[src/rtl/serial_nibble_loader_pkg.sv]
// -----------------------------------------------------------------------------
// serial_nibble_pkg
// Shared definitions for the serial-to-parallel nibble loader:
//   WIDTH_DEFAULT : default number of bits per assembled word
//   CNT_W         : bit-position counter width for the default word size
//   word_t        : word type at the default width
//   state_e       : loader state (COLLECT = assembling, HOLD = word pending)
// -----------------------------------------------------------------------------
package serial_nibble_pkg;

  localparam int WIDTH_DEFAULT = 4;
  localparam int CNT_W         = $clog2(WIDTH_DEFAULT);

  typedef logic [WIDTH_DEFAULT-1:0] word_t;

  typedef enum logic {
    COLLECT = 1'b0,
    HOLD    = 1'b1
  } state_e;

endpackage

[src/rtl/serial_nibble_loader_if.sv]
// -----------------------------------------------------------------------------
// serial_nibble_loader_if
// Serial input handshake plus parallel word output handshake.
//   ser_in/ser_valid/ser_ready    : one bit per accepted cycle into the loader
//   word_out/word_valid/word_ready: assembled word towards the consumer
// Modports:
//   slave  : the loader side
//   master : the environment side (bit source and word consumer)
// -----------------------------------------------------------------------------
interface serial_nibble_loader_if #(
  parameter int WIDTH = serial_nibble_pkg::WIDTH_DEFAULT
);

  logic             ser_in;
  logic             ser_valid;
  logic             ser_ready;
  logic [WIDTH-1:0] word_out;
  logic             word_valid;
  logic             word_ready;

  modport slave (
    input  ser_in,
    input  ser_valid,
    input  word_ready,
    output ser_ready,
    output word_out,
    output word_valid
  );

  modport master (
    output ser_in,
    output ser_valid,
    output word_ready,
    input  ser_ready,
    input  word_out,
    input  word_valid
  );

endinterface

[src/rtl/serial_nibble_loader_bit_counter.sv]
// -----------------------------------------------------------------------------
// bit_counter
// Modulo-WIDTH counter tracking the bit position within the word being built.
//   clk    : clock
//   reset  : asynchronous active-low reset
//   en_i   : advance by one (wraps to 0 after WIDTH-1)
//   clr_i  : synchronous clear, takes priority over en_i
//   cnt_o  : current count
//   tc_o   : count is WIDTH-1 (next enabled cycle completes the word)
// -----------------------------------------------------------------------------
module bit_counter
  import serial_nibble_pkg::*;
#(
  parameter int WIDTH = WIDTH_DEFAULT,
  parameter int CW    = $clog2(WIDTH)
) (
  input  logic          clk,
  input  logic          reset,
  input  logic          en_i,
  input  logic          clr_i,
  output logic [CW-1:0] cnt_o,
  output logic          tc_o
);

  localparam logic [CW-1:0] LAST = CW'(WIDTH - 1);

  logic [CW-1:0] cnt_q, cnt_d;

  always_comb begin
    cnt_d = cnt_q;
    if (clr_i) begin
      cnt_d = '0;
    end else if (en_i) begin
      cnt_d = (cnt_q == LAST) ? '0 : cnt_q + CW'(1);
    end
  end

  always_ff @(posedge clk or negedge reset) begin
    if (!reset) begin
      cnt_q <= '0;
    end else begin
      cnt_q <= cnt_d;
    end
  end

  assign cnt_o = cnt_q;
  assign tc_o  = (cnt_q == LAST);

endmodule

[src/rtl/serial_nibble_loader.sv]
// -----------------------------------------------------------------------------
// serial_nibble_loader
// Assembles a one-bit-per-cycle serial stream into WIDTH-bit words and offers
// each word on a valid/ready output. A single pending slot (the shift register
// itself, in HOLD) lets one finished word wait while the output is occupied.
//   clk    : clock
//   reset  : asynchronous active-low reset
//   flush  : synchronous clear of partial and pending data (word_out kept)
//   bus    : serial input and word output handshakes (slave modport)
// Parameters:
//   WIDTH     : bits per word (>= 2)
//   MSB_FIRST : 1 -> first serial bit lands in bit WIDTH-1, 0 -> in bit 0
// -----------------------------------------------------------------------------
module serial_nibble_loader
  import serial_nibble_pkg::*;
#(
  parameter int WIDTH     = WIDTH_DEFAULT,
  parameter bit MSB_FIRST = 1'b1
) (
  input  logic                        clk,
  input  logic                        reset,
  input  logic                        flush,
  serial_nibble_loader_if.slave       bus
);

  localparam int CW = $clog2(WIDTH);

  state_e           state_q, state_d;
  logic [WIDTH-1:0] sr_q, sr_d;
  logic [WIDTH-1:0] word_q, word_d;
  logic             wv_q, wv_d;

  logic [CW-1:0]    cnt;
  logic             tc;
  logic [CW-1:0]    pos;
  logic             accept;
  logic             slot_free;

  // ser_ready depends on state only, so no input-to-output combinational path.
  assign accept    = bus.ser_valid && (state_q == COLLECT) && !flush;
  assign slot_free = !wv_q || bus.word_ready;
  assign pos       = MSB_FIRST ? (CW'(WIDTH - 1) - cnt) : cnt;

  bit_counter #(
    .WIDTH (WIDTH),
    .CW    (CW)
  ) u_cnt (
    .clk   (clk),
    .reset (reset),
    .en_i  (accept),
    .clr_i (flush),
    .cnt_o (cnt),
    .tc_o  (tc)
  );

  // Bits are written by position rather than shifted, so a stale word left in
  // sr after a flush is simply overwritten by the next WIDTH accepts.
  always_comb begin
    sr_d = sr_q;
    if (accept) begin
      sr_d[pos] = bus.ser_in;
    end
  end

  always_comb begin
    state_d = state_q;
    word_d  = word_q;
    wv_d    = wv_q;
    if (flush) begin
      state_d = COLLECT;
      wv_d    = 1'b0;
    end else begin
      if (wv_q && bus.word_ready) begin
        wv_d = 1'b0;
      end
      case (state_q)
        COLLECT: begin
          if (accept && tc) begin
            if (slot_free) begin
              word_d = sr_d;
              wv_d   = 1'b1;
            end else begin
              state_d = HOLD;
            end
          end
        end
        HOLD: begin
          if (slot_free) begin
            word_d  = sr_q;
            wv_d    = 1'b1;
            state_d = COLLECT;
          end
        end
        default: state_d = COLLECT;
      endcase
    end
  end

  always_ff @(posedge clk or negedge reset) begin
    if (!reset) begin
      state_q <= COLLECT;
      sr_q    <= '0;
      word_q  <= '0;
      wv_q    <= 1'b0;
    end else begin
      state_q <= state_d;
      sr_q    <= sr_d;
      word_q  <= word_d;
      wv_q    <= wv_d;
    end
  end

  assign bus.ser_ready  = (state_q == COLLECT);
  assign bus.word_out   = word_q;
  assign bus.word_valid = wv_q;

endmodule

[src/flat_wrapper.sv]
// flat-port wrapper written by rule: the top's interface ports become plain ports
module serial_nibble_loader_flat import serial_nibble_pkg::*;
#(
  parameter int WIDTH     = WIDTH_DEFAULT,
  parameter bit MSB_FIRST = 1'b1
)
  (clk, reset, flush, bus_ser_in, bus_ser_valid, bus_word_ready, bus_ser_ready, bus_word_out, bus_word_valid);
  serial_nibble_loader_if #(.WIDTH(WIDTH)) bus_i ();
  input  logic clk;
  input  logic reset;
  input  logic flush;
  input wire logic [$bits(bus_i.ser_in)-1:0] bus_ser_in;
  input wire logic [$bits(bus_i.ser_valid)-1:0] bus_ser_valid;
  input wire logic [$bits(bus_i.word_ready)-1:0] bus_word_ready;
  output wire logic [$bits(bus_i.ser_ready)-1:0] bus_ser_ready;
  output wire logic [$bits(bus_i.word_out)-1:0] bus_word_out;
  output wire logic [$bits(bus_i.word_valid)-1:0] bus_word_valid;
  assign bus_i.ser_in = bus_ser_in;
  assign bus_i.ser_valid = bus_ser_valid;
  assign bus_i.word_ready = bus_word_ready;
  assign bus_ser_ready = bus_i.ser_ready;
  assign bus_word_out = bus_i.word_out;
  assign bus_word_valid = bus_i.word_valid;
  serial_nibble_loader #(.WIDTH(WIDTH), .MSB_FIRST(MSB_FIRST)) u_core (.clk(clk), .reset(reset), .flush(flush), .bus(bus_i));
endmodule
[config.mk]
export PLATFORM = sky130hd
export DESIGN_NAME = serial_nibble_loader_flat
export DESIGN_NICKNAME = d
export VERILOG_FILES = /design/src/rtl/serial_nibble_loader_pkg.sv /design/src/rtl/serial_nibble_loader_if.sv /design/src/rtl/serial_nibble_loader_bit_counter.sv /design/src/rtl/serial_nibble_loader.sv /design/src/flat_wrapper.sv
export SDC_FILE = /design/constraint.sdc
export NUM_CORES = 1
export LEC_CHECK = 0
export BUFFER_PORTS_ARGS = -buffer_cell sky130_fd_sc_hd__buf_2
export CORE_AREA = 10 10 47 49
export DETAILED_ROUTE_END_ITERATION = 10
export DIE_AREA = 0 0 57 59
export HOLD_SLACK_MARGIN = 0.02
export PLACE_DENSITY = 0.78
export SYNTH_ARGS = -nofsm -noshare
export SYNTH_HDL_FRONTEND = slang
export SYNTH_SLANG_ARGS = --single-unit
[constraint.sdc]
create_clock -name clk -period 3.7 [get_ports clk]
set_input_delay 0.74 -clock clk [delete_from_list [all_inputs] [get_ports clk]]
set_output_delay 0.74 -clock clk [all_outputs]
set_load 0.02 [all_outputs]
After elaboration in Yosys (flattened, before gate mapping)
Index checks and enable logic that the tools add are counted.

word-level totals
  register bits = 12
  input port bits = 6
  output and inout bits = 6
  word-level logic and storage cells = 45

operators by class
  add/sub/neg operators = 2
  $lt $le $gt $ge = 2
  eq/ne operators = 4
  multiplexer cells = 20
  bitwise gates (word level) = 2
  reductions and logical operators = 10

operators with widths
  operator                                                                       count
  4-bit 2-to-1 mux                                                               4
  1-bit 2-to-1 mux                                                               8
  4-bit one-hot mux with 2 select lines                                          1
  2-bit 2-to-1 mux                                                               3
  1-bit logical AND                                                              5
  4-bit bitwise mux                                                              1
  2-bit by 1-bit != test with 1-bit output (second input constant)               2
  1-bit one-hot mux with 2 select lines                                          2
  4-bit AND reduction                                                            1
  2-bit by 3-bit less-than comparator with 1-bit output (second input constant)  1
  2-bit by 1-bit adder with 2-bit output (second input constant)                 1
  1-bit demux with 2-bit select                                                  1
  2-bit == test (second input constant)                                          1
  2-bit by 1-bit >= comparator with 1-bit output (second input constant)         1
  1-bit logical NOT                                                              2
  2-bit != test (second input constant)                                          1
  1-bit NOT                                                                      2
  2-bit nonzero test                                                             1
  2-bit subtractor (first input constant)                                        1
  1-bit logical OR                                                               1

Longest topological paths before layout
  depth after elaboration = 10
  mapped depth = 5
  depth with buffers taken out = 5

Hierarchy
Synthesis repeated with hierarchy kept, for this count alone.

second synthesis, totals
  cell total of the unflattened synthesis = 53
  area, all modules = 565.5 um2

by module, submodules not included
  module                instances  cells each  area an instance (um2)  sequential area each (um2)
  serial_nibble_loader  1          45          465.4                   250.2
  bit_counter           1          8           100.1                   50.0

Worst setup path after synthesis
OpenSTA, ideal clock, no wires.

  kind = input to register
  from = input port flush
  to = register u_core.word_q[0], in the netlist u_core.bus.word_out[0]
  library setup time = 125 ps
  data arrival time = 1725 ps
  data required time = 3575 ps
  setup slack = 1851 ps
  cell stages on the path = 4
  buffers on the path = 1
  path through = buf_6 -> nor4bb_2 -> mux2_4 -> mux2_2

between the ends
  longest elaborated chain between the ends = 6
  elaborated cells on any way between the ends = 10
  those cells by class = 1 x eq/ne; 4 x mux; 1 x bitwise; 4 x reduce/logical

ends and longest elaborated chain
  item                                   line                         text
  from (decl)                            flat_wrapper.sv:11           input logic flush;
  1-bit logical NOT                      serial_nibble_loader.sv:40   assign accept = bus.ser_valid && (state_q == COLLECT) && !flush;
  1-bit logical AND                      serial_nibble_loader.sv:40
  4-bit 2-to-1 mux                       serial_nibble_loader.sv:60   if (accept) begin
  net u_core.sr_d[0]                     serial_nibble_loader.sv:29   logic [WIDTH-1:0] sr_q, sr_d;
  4-bit 2-to-1 mux                       serial_nibble_loader.sv:79   if (slot_free) begin
  4-bit 2-to-1 mux                       serial_nibble_loader.sv:78   if (accept && tc) begin
  4-bit one-hot mux with 2 select lines  serial_nibble_loader.sv:76   case (state_q)
  to (signal assigned)                   serial_nibble_loader.sv:108  word_q <= word_d;
  to (decl)                              serial_nibble_loader.sv:30   logic [WIDTH-1:0] word_q, word_d;

The timed path passes the listed nets, and every way through them passes these cells. The select of a mux whose other input is x is not followed.
A chain may end at the register's enable or synchronous reset.

Worst setup path in the final report
  from = register u_core.state_q
  to = output port bus_ser_ready

between the ends
  longest elaborated chain between the ends = 1

ends and longest elaborated chain
  item                    line                         text
  from (decl)             serial_nibble_loader.sv:28   state_e state_q, state_d;
  from (signal assigned)  serial_nibble_loader.sv:106  state_q <= state_d;
  1-bit NOT               serial_nibble_loader.sv:113  assign bus.ser_ready = (state_q == COLLECT);
  to (decl)               flat_wrapper.sv:15           output wire logic [$bits(bus_i.ser_ready)-1:0] bus_ser_ready;

Every way passes these cells.

==> results.toml <==
[clock_network]
cts_tree = "built"
htreeDepth = 1
post_cts_resized = 0
post_cts_buffers = 0
cts.sink_count = 12
clkLatencyLatePin_ns = 0.27
hold_buffers = 0
clk_pin_slew_ns = 0.08
clk_path_buf_depth = 2
cts-root-buf = "clkbuf_4"
cts_inserted_buffers = 3

[worst_setup_path]
required_ns = 2.96
reg2reg_to = "u_core.bus.word_out[3]$_DFFE_PN0P_"
r2r_slack_ns = 2.01
crit_fanout = 7
timing.rr.start = "u_core.u_cnt.cnt_o[0]$_DFFE_PN0P_"
arrival_ns = 1.01
setup.worst_path.start_class = "flip-flop"
path_class = "reg2out"
reg2reg_depth = 5
endpoint_kind = "primary output"

[power]
seq_power_share = 0.490
swShare = 0.247
switchingPower_w = 0.0000788
comb_power_share = 0.181
leakagePower_nw = 0.351
power.density_nw_per_um2 = 439
peakVddDrop_uv = 228
clkPwrFrac = 0.329
intPower_w = 0.000240

[yosys]
syn-num-nets = 54
synth_cells = 44
synth_area_um2 = 626
ys_seq_area_frac = 0.480
yosysUniqueCellTypes = 16
yosysWarnings = 0
avgSynthCellArea_um2 = 14.2
ys_seq_elements = 12

[finish]
layout_commonest_cell = "dfrtp_1"
syn_to_final_growth_pct = 16.0
final_cell_mix = "12 x dfrtp_1, 11 x buf_2, 5 x mux2_4"
drive_gt1_frac = 0.483
num-nets-final = 69
n_antenna_cell = 0
finalNonFillerCells = 74
fillers = 123

[timing]
tightest_slew_ns = 0.353
hold_violations = 0
skew_ns = 0.000431
max_freq_ghz = 0.570
rsz0062_at_grt = "false"
tns_ns = 0
setup_violations = 0
fin_ws_ns = 1.95
period_needed_ns = 1.75
fin_crit_sh = 0.474
finalMaxSlewViolations = 0
relSlewSlack = 0.765

[drt]
vias = 370
vias_per_cell = 5.00
routed_wl_um = 1060
wl_per_cell_um = 14.3
drt_iter0_drc = 3
post-route-drc-count = 0
ant_nets = 0
first_pass_iters = 4

[global_routing]
grt_pass1_wl_um = 1870
grt_max_degree = 13
antenna_found_initial = 0
overflow = 0
grt_util_all_layers = 0.0742
grt_pass1_vias = 390

[place]
dpl.hpwl_um = 800
finalWeightedCongestion = 0.774
dp.cells = 70
pre_cts_ws_ns = 1.67
portBuffers = 11

[die]
std_cell_rows = 14
die_y_um = 59
dieWidth_um = 57
coreArea_um2 = 1400
start_util = 0.446
pin_count = 12
die-area_um2 = 3360

[outcome]
status = "finished clean"

[min_path]
min_path_type = "in2async"

[flow_run]
maxCapViolCount = 0
==> synth_stat cells, drive strengths merged <==
library cell   n  area, µm²
a21oi          3       15.0
buf            1       11.3
dfrtp         12        300
ha             4       50.1
inv            3       11.3
mux2           8        109
mux2i          1       10.0
nand2          1       3.75
nand2b         2       12.5
nor2           1       3.75
nor2b          1       6.26
nor3           2       21.3
nor4bb         4       65.1
or3            1       6.26
==> per-stage QoR <==
step / hold slack [ns] / area (µm²) / total power (W) / utilization
after global placement: 0.474 / 689 / 0.000215 / 0.492
after global routing: 0.332 / 726 / 0.000337 / 0.518
final: 0.329 / 726 / 0.000319 / 0.518
after detailed placement: 0.486 / 689 / 0.000217 / 0.492
after floorplan: 0.444 / 626 / 0.000200 / -
after CTS: 0.331 / 726 / 0.000322 / 0.518
==> sequential cells by signal (all words and copies together) (netlist names) <==
signal / count
u_core.bus.word_out: 4
u_core.state_q: 1
u_core.bus.word_valid: 1
u_core.sr_q: 4
u_core.u_cnt.cnt_o: 2
==> metal layers <==
layer  GRT usage  wire length [µm]
met5           0                 0
met4      0.0604                21
met3      0.0386                69
met2       0.101               502
met1      0.0841               467
==> critical path, cell delays in order (launching register included) <==
cell,delay [ns]
dfrtp_1,0.52
inv_1,0.06
buf_2,0.16
==> power groups by stage <==
stage,Sequential [W],Combinational (W),Clock (W)
after floorplan,0.000164,0.0000362,0
after global placement,0.000159,0.0000567,0
after detailed placement,0.000159,0.0000581,0
after CTS,0.000156,0.0000585,0.000107
after global routing,0.000158,0.0000640,0.000115
final,0.000156,0.0000576,0.000105
==> cell families (layout without fill, tap and decap cells) <==
family	after synthesis	in the layout	share of synthesized area
AOI/OAI and AO/OA	3	3	0.0240
adders and majority gates	4	4	0.0800
buffers and inverters	4	18	0.0360
DFF	12	12	0.480
muxes	9	9	0.190
and+or+nand+nor	12	12	0.190
==> worst max-delay path by stage <==
stage / startpoint / endpoint / slack (ns) / cells after the start
3_3_place_gp: flush / u_core.bus.word_out[1]$_DFFE_PN0P_ / 1.72 / 4
3_5_place_dp: flush / u_core.bus.word_out[0]$_DFFE_PN0P_ / 1.67 / 4
2_1_floorplan: flush / u_core.bus.word_out[0]$_DFFE_PN0P_ / 1.85 / 4
6_report: u_core.state_q$_DFF_PN0_ / bus_ser_ready / 1.95 / 2
5_1_grt: u_core.state_q$_DFF_PN0_ / bus_ser_ready / 1.86 / 2
4_1_cts: u_core.state_q$_DFF_PN0_ / bus_ser_ready / 1.94 / 2
==> cell type report <==
type	instances	area [µm²]	area share
Multi-Input combinational cell	28	303	0.417
Sequential cell	12	300	0.414
Timing Repair Buffer	11	55.1	0.0759
Clock buffer	4	36.3	0.0500
Tap cell	16	20.0	0.0276
Inverter	3	11.3	0.0155
Power figures use the tool's default switching activity.
